--- src/rtl/mem_read_port.sv ---
// mem_read_port: read side of the processor's load-capable data registers.
// A request from the control unit starts one handshaked read on the external
// memory bus. The returned word is captured into a holding register for the datapath.
// A bus timeout keeps a missing responder from hanging the core.
// All state updates happen on the falling clock edge.

module mem_read_port #(
    parameter int DATAWIDTH = 16,
    parameter int ADDRWIDTH = 16,
    parameter int TIMEOUT   = 64,
    parameter int TWIDTH    = 8
) (
    input  logic                 clk_i,
    input  logic                 reset_i,
    input  logic                 start_n_i,
    input  logic [ADDRWIDTH-1:0] addr_in_i,
    output logic [DATAWIDTH-1:0] data_out_o,
    output logic                 done_o,
    output logic                 busy_o,
    output logic                 error_o,
    output logic [ADDRWIDTH-1:0] bus_addr_o,
    output logic                 bus_rd_n_o,
    input  logic [DATAWIDTH-1:0] bus_data_in_i,
    input  logic                 bus_ready_n_i
);

    typedef enum logic [1:0] {
        IDLE    = 2'd0,
        WAIT    = 2'd1,
        RELEASE = 2'd2
    } state_t;

    // The last timer value before an abort. When TIMEOUT is 0 the compare is never enabled.
    localparam logic [TWIDTH-1:0] TIMER_LAST = TWIDTH'(TIMEOUT - 1);
    localparam bit TIMEOUT_EN = (TIMEOUT != 0);

    state_t                 state_q,   state_d;
    logic                   armed_q,   armed_d;
    logic [TWIDTH-1:0]      timer_q,   timer_d;
    logic [ADDRWIDTH-1:0]   busAddr_q, busAddr_d;
    logic                   busRdN_q,  busRdN_d;
    logic [DATAWIDTH-1:0]   dataOut_q, dataOut_d;
    logic                   done_q,    done_d;
    logic                   busy_q,    busy_d;
    logic                   error_q,   error_d;

    // State register on the falling edge. A low reset wipes everything and aborts any read in flight.
    always_ff @(negedge clk_i) begin
        if (!reset_i) begin
            state_q   <= IDLE;
            armed_q   <= 1'b1;
            timer_q   <= '0;
            busAddr_q <= '0;
            busRdN_q  <= 1'b1;
            dataOut_q <= '0;
            done_q    <= 1'b0;
            busy_q    <= 1'b0;
            error_q   <= 1'b0;
        end else begin
            state_q   <= state_d;
            armed_q   <= armed_d;
            timer_q   <= timer_d;
            busAddr_q <= busAddr_d;
            busRdN_q  <= busRdN_d;
            dataOut_q <= dataOut_d;
            done_q    <= done_d;
            busy_q    <= busy_d;
            error_q   <= error_d;
        end
    end

    // Next state. A request is accepted only on a fresh low level of start_n.
    // Ready wins over timeout when both land on the same edge.
    always_comb begin
        state_d   = state_q;
        armed_d   = start_n_i ? 1'b1 : armed_q;
        timer_d   = timer_q;
        busAddr_d = busAddr_q;
        busRdN_d  = busRdN_q;
        dataOut_d = dataOut_q;
        done_d    = 1'b0;
        busy_d    = busy_q;
        error_d   = error_q;

        unique case (state_q)
            IDLE: begin
                if (!start_n_i && armed_q) begin
                    armed_d   = 1'b0;
                    busAddr_d = addr_in_i;
                    busRdN_d  = 1'b0;
                    busy_d    = 1'b1;
                    error_d   = 1'b0;
                    timer_d   = '0;
                    state_d   = WAIT;
                end
            end
            WAIT: begin
                if (!bus_ready_n_i) begin
                    dataOut_d = bus_data_in_i;
                    busRdN_d  = 1'b1;
                    done_d    = 1'b1;
                    state_d   = RELEASE;
                end else if (TIMEOUT_EN && (timer_q == TIMER_LAST)) begin
                    busRdN_d  = 1'b1;
                    error_d   = 1'b1;
                    done_d    = 1'b1;
                    state_d   = RELEASE;
                end else begin
                    timer_d   = timer_q + 1'b1;
                end
            end
            RELEASE: begin
                if (bus_ready_n_i) begin
                    busy_d  = 1'b0;
                    state_d = IDLE;
                end
            end
            default: begin
                state_d = IDLE;
            end
        endcase
    end

    assign data_out_o = dataOut_q;
    assign done_o     = done_q;
    assign busy_o     = busy_q;
    assign error_o    = error_q;
    assign bus_addr_o = busAddr_q;
    assign bus_rd_n_o = busRdN_q;

endmodule

--- config.mk ---
export PLATFORM = sky130hd
export DESIGN_NAME = mem_read_port
export DESIGN_NICKNAME = d
export VERILOG_FILES = /design/src/rtl/mem_read_port.sv
export SDC_FILE = /design/constraint.sdc
export NUM_CORES = 1
export LEC_CHECK = 0
export BUFFER_PORTS_ARGS = -buffer_cell sky130_fd_sc_hd__buf_4
export CAP_MARGIN = 20
export CORE_MARGIN = 2
export CORE_UTILIZATION = 51
export CTS_BUF_LIST = sky130_fd_sc_hd__clkbuf_4 sky130_fd_sc_hd__clkbuf_8 sky130_fd_sc_hd__clkbuf_16
export CTS_CLUSTER_SIZE = 40
export DETAILED_ROUTE_END_ITERATION = 10
export PLACE_DENSITY_LB_ADDON = 0.25
export SLEW_MARGIN = 20
export SYNTH_ARGS = -nofsm -noshare
export SYNTH_HDL_FRONTEND = slang
export SYNTH_SLANG_ARGS = --single-unit
--- constraint.sdc ---
create_clock -name clk_i -period 3.01 [get_ports clk_i]
set_input_delay 0.1505 -clock clk_i [delete_from_list [all_inputs] [get_ports clk_i]]
set_output_delay 0.1505 -clock clk_i [all_outputs]
set_load 0.005 [all_outputs]
==> reports/metrics.yaml <==
clkSinkCount: 47
die_w_um: 63.8
ios: 72
crit_slowest_cell: "or4b_1"
arrival_ns: 1.33
combPwrFrac_pct: 12.3
cts-resized-gates: 0
peakVddDrop_mv: 0.361
routed_wl_um: 4750
initial_utilization_pct: 53.7
antenna_left: 0
layout-drive-gt1-share_pct: 25.3
die_area_um2: 4070
p_switching_w: 0.000465
cts_root_buf: "clkbuf_4"
slew_headroom_pct: 65.7
clockPowerShare_pct: 41.7
cts_buffers: 5
p_int_w: 0.00100
fin_worst_skew_ns: 0.0242
status: "complete, no violations"
cts_setup_buffers: 0
clock_latency_ns: 0.42
antenna_cells: 0
path_clk_slew_ns: 0.04
ys_warn_count: 0
hpwl_um: 3220
cp-end-kind: "flip-flop"
hold_slack_ns: 0.454
antenna_found_initial: 0
syn_nets: 261
die_y_um: 63.8
synth_flop_cell: "dfxtp_1"
vias: 2028
fin_setup_tns_ns: 0
final_max_slew_viol_count: 0
synthTopCellsByArea: "dfxtp_1, nand2_1, a21oi_1"
p_seq_share_pct: 46.0
drc: 0
drtIter0Drc: 143
crit_type: "input pin to flip-flop"
syn_inst: 224
rsz0062_at_grt: "no"
holdPathStages: 2
synth_most_common_cell: "nand2_1"
cp_data_required_time_ns: 1.80
hp-class: "flip-flop to flip-flop"
synthDominantCellAreaShare_pct: 51.6
drv_cap: 0
synth_edf_count: 0
setup_viol: 0
vias_per_cell: 5.20
cts_tree: "built"
first_global_vias: 1925
async_flop_share_pct: 0
clock_path_buffers: 2
grt_start_max_net_pins: 24
cts_hold_buffers: 0
r2r_cells: 5
io_buffers: 71
drtPass1Iterations: 4
synth_area_um2: 1820
synth_top_cell_by_area: "dfxtp_1"
grt_use_total_pct: 24.4
crit_path_start_kind: "input pin"
grt_pass1_wl_um: 7920
hold_viol_final: 0
post_drt_wl_per_cell_um: 12.2
critical-path-max-stage-delay_ns: 0.49
syn_area_per_cell_um2: 8.13
critPathMaxFanout: 5
seq_area_frac_synth_pct: 51.6
fp.coreArea_um2: 3390
fin_nets: 380
gp_congestion: 0.800
gr-total-overflow: 0
cts.htree.levels: 2
power.density_nw_per_um2: 552
switching_share_pct: 31.7
tightest_slew_ns: 0.513
cp_cell_sequence: "buf_4 > or4b_1 > nand2_1 > a21oi_1 > o22a_1"
synth_cell_types: 31
syn2layout_area_growth_pct: 46.0
num_rows: 21
ys_ff_latch: 47
synth_commonest_cells: "nand2_1, dfxtp_1, a21oi_1, clkbuf_1, o21ai_0"
leakage_nw: 1.33
[cell usage in the layout (no fill, tap or decap), drive strengths merged, types with 2 or more instances in the layout]
| cell type | count |
|---|---|
| o22a | 4 |
| nand3b | 2 |
| nor2 | 5 |
| inv | 50 |
| a21oi | 42 |
| and3 | 3 |
| nand3 | 4 |
| clkbuf | 5 |
| nand4 | 2 |
| dfxtp | 47 |
| nor3 | 4 |
| buf | 77 |
| a31oi | 3 |
| nor3b | 2 |
| nand2 | 72 |
| o21ai | 6 |
[power by group through the flow]
| stage | sequential (W) | combinational (W) | clock (W) |
|---|---|---|---|
| detailed placement | 0.000686 | 0.000180 | 0.0000971 |
| CTS | 0.000675 | 0.000182 | 0.000633 |
| finish | 0.000675 | 0.000181 | 0.000612 |
| global route | 0.000677 | 0.000200 | 0.000712 |
| global placement | 0.000685 | 0.000176 | 0.0000971 |
| floorplan | 0.000684 | 0.0000816 | 0.0000971 |
[per-stage QoR]
| step | utilization [%] | instance area (µm²) | power (W) | setup WS [ns] | instances |
|---|---|---|---|---|---|
| 2_1_floorplan | - | 1820 | 0.000862 | 0.146 | 224 |
| 3_3_place_gp | 71.1 | 2410 | 0.000958 | 0.0945 | 336 |
| 3_5_place_dp | 71.1 | 2410 | 0.000963 | 0.0710 | 336 |
| 4_1_cts | 78.5 | 2660 | 0.00149 | 0.445 | 390 |
| 5_1_grt | 78.5 | 2660 | 0.00159 | 0.421 | 390 |
| 6_report | 78.5 | 2660 | 0.00147 | 0.463 | 390 |
[flip-flops by register name, summed over array words and instances, names as in the netlist]
| signal | flops |
|---|---|
| state_q | 2 |
| busy_o | 1 |
| done_o | 1 |
| error_o | 1 |
| armed_q | 1 |
| bus_rd_n_o | 1 |
| bus_addr_o | 16 |
| data_out_o | 16 |
| timer_q | 8 |
[cell families (layout without fill, tap and decap cells)]
| family | after synthesis | in the layout | share of synthesized area [%] |
|---|---|---|---|
| buffers and inverters | 14 | 134 | 3.30 |
| DFF | 47 | 47 | 51.6 |
| AOI/OAI and AO/OA | 59 | 59 | 18.1 |
| adders and majority gates | 1 | 1 | 0.687 |
| and+or+nand+nor | 103 | 103 | 26.2 |
[metal layers]
metal,vias up,routed length (µm),global-route usage (%)
met1,943,1990,26.8
met3,2,283,9.51
met5,-,0,0
met4,0,14,8.70
met2,74,2460,42.6
li1,1009,-,-
[area by class of cell]
class / instances / area, µm²
clock buffers: 5 / 37.5
flip-flops and latches: 47 / 941
clock inverters: 50 / 218
fillers: 256 / 729
multi-input cells: 163 / 821
well taps: 46 / 57.6
inverters: 2 / 7.51
repair buffers: 77 / 578
[final timing paths]
kind	start	end	slack, ns
setup / recovery	start_n_i	timer_q[6]$_SDFFE_NN0P_	0.46
hold / removal	bus_addr_o[10]$_SDFFE_NN0P_	bus_addr_o[10]$_SDFFE_NN0P_	0.45
setup reg to reg	timer_q[0]$_SDFFE_NN0P_	timer_q[6]$_SDFFE_NN0P_	1.13
hold reg to reg	bus_addr_o[10]$_SDFFE_NN0P_	bus_addr_o[10]$_SDFFE_NN0P_	0.45
[critical path: cells and delay by family]
kind            cells  cell delay (ns)
compound gates      2             0.38
buf+inv             1             0.13
simple gates        2             0.67
No activity file was read; power rests on OpenSTA's default activity.
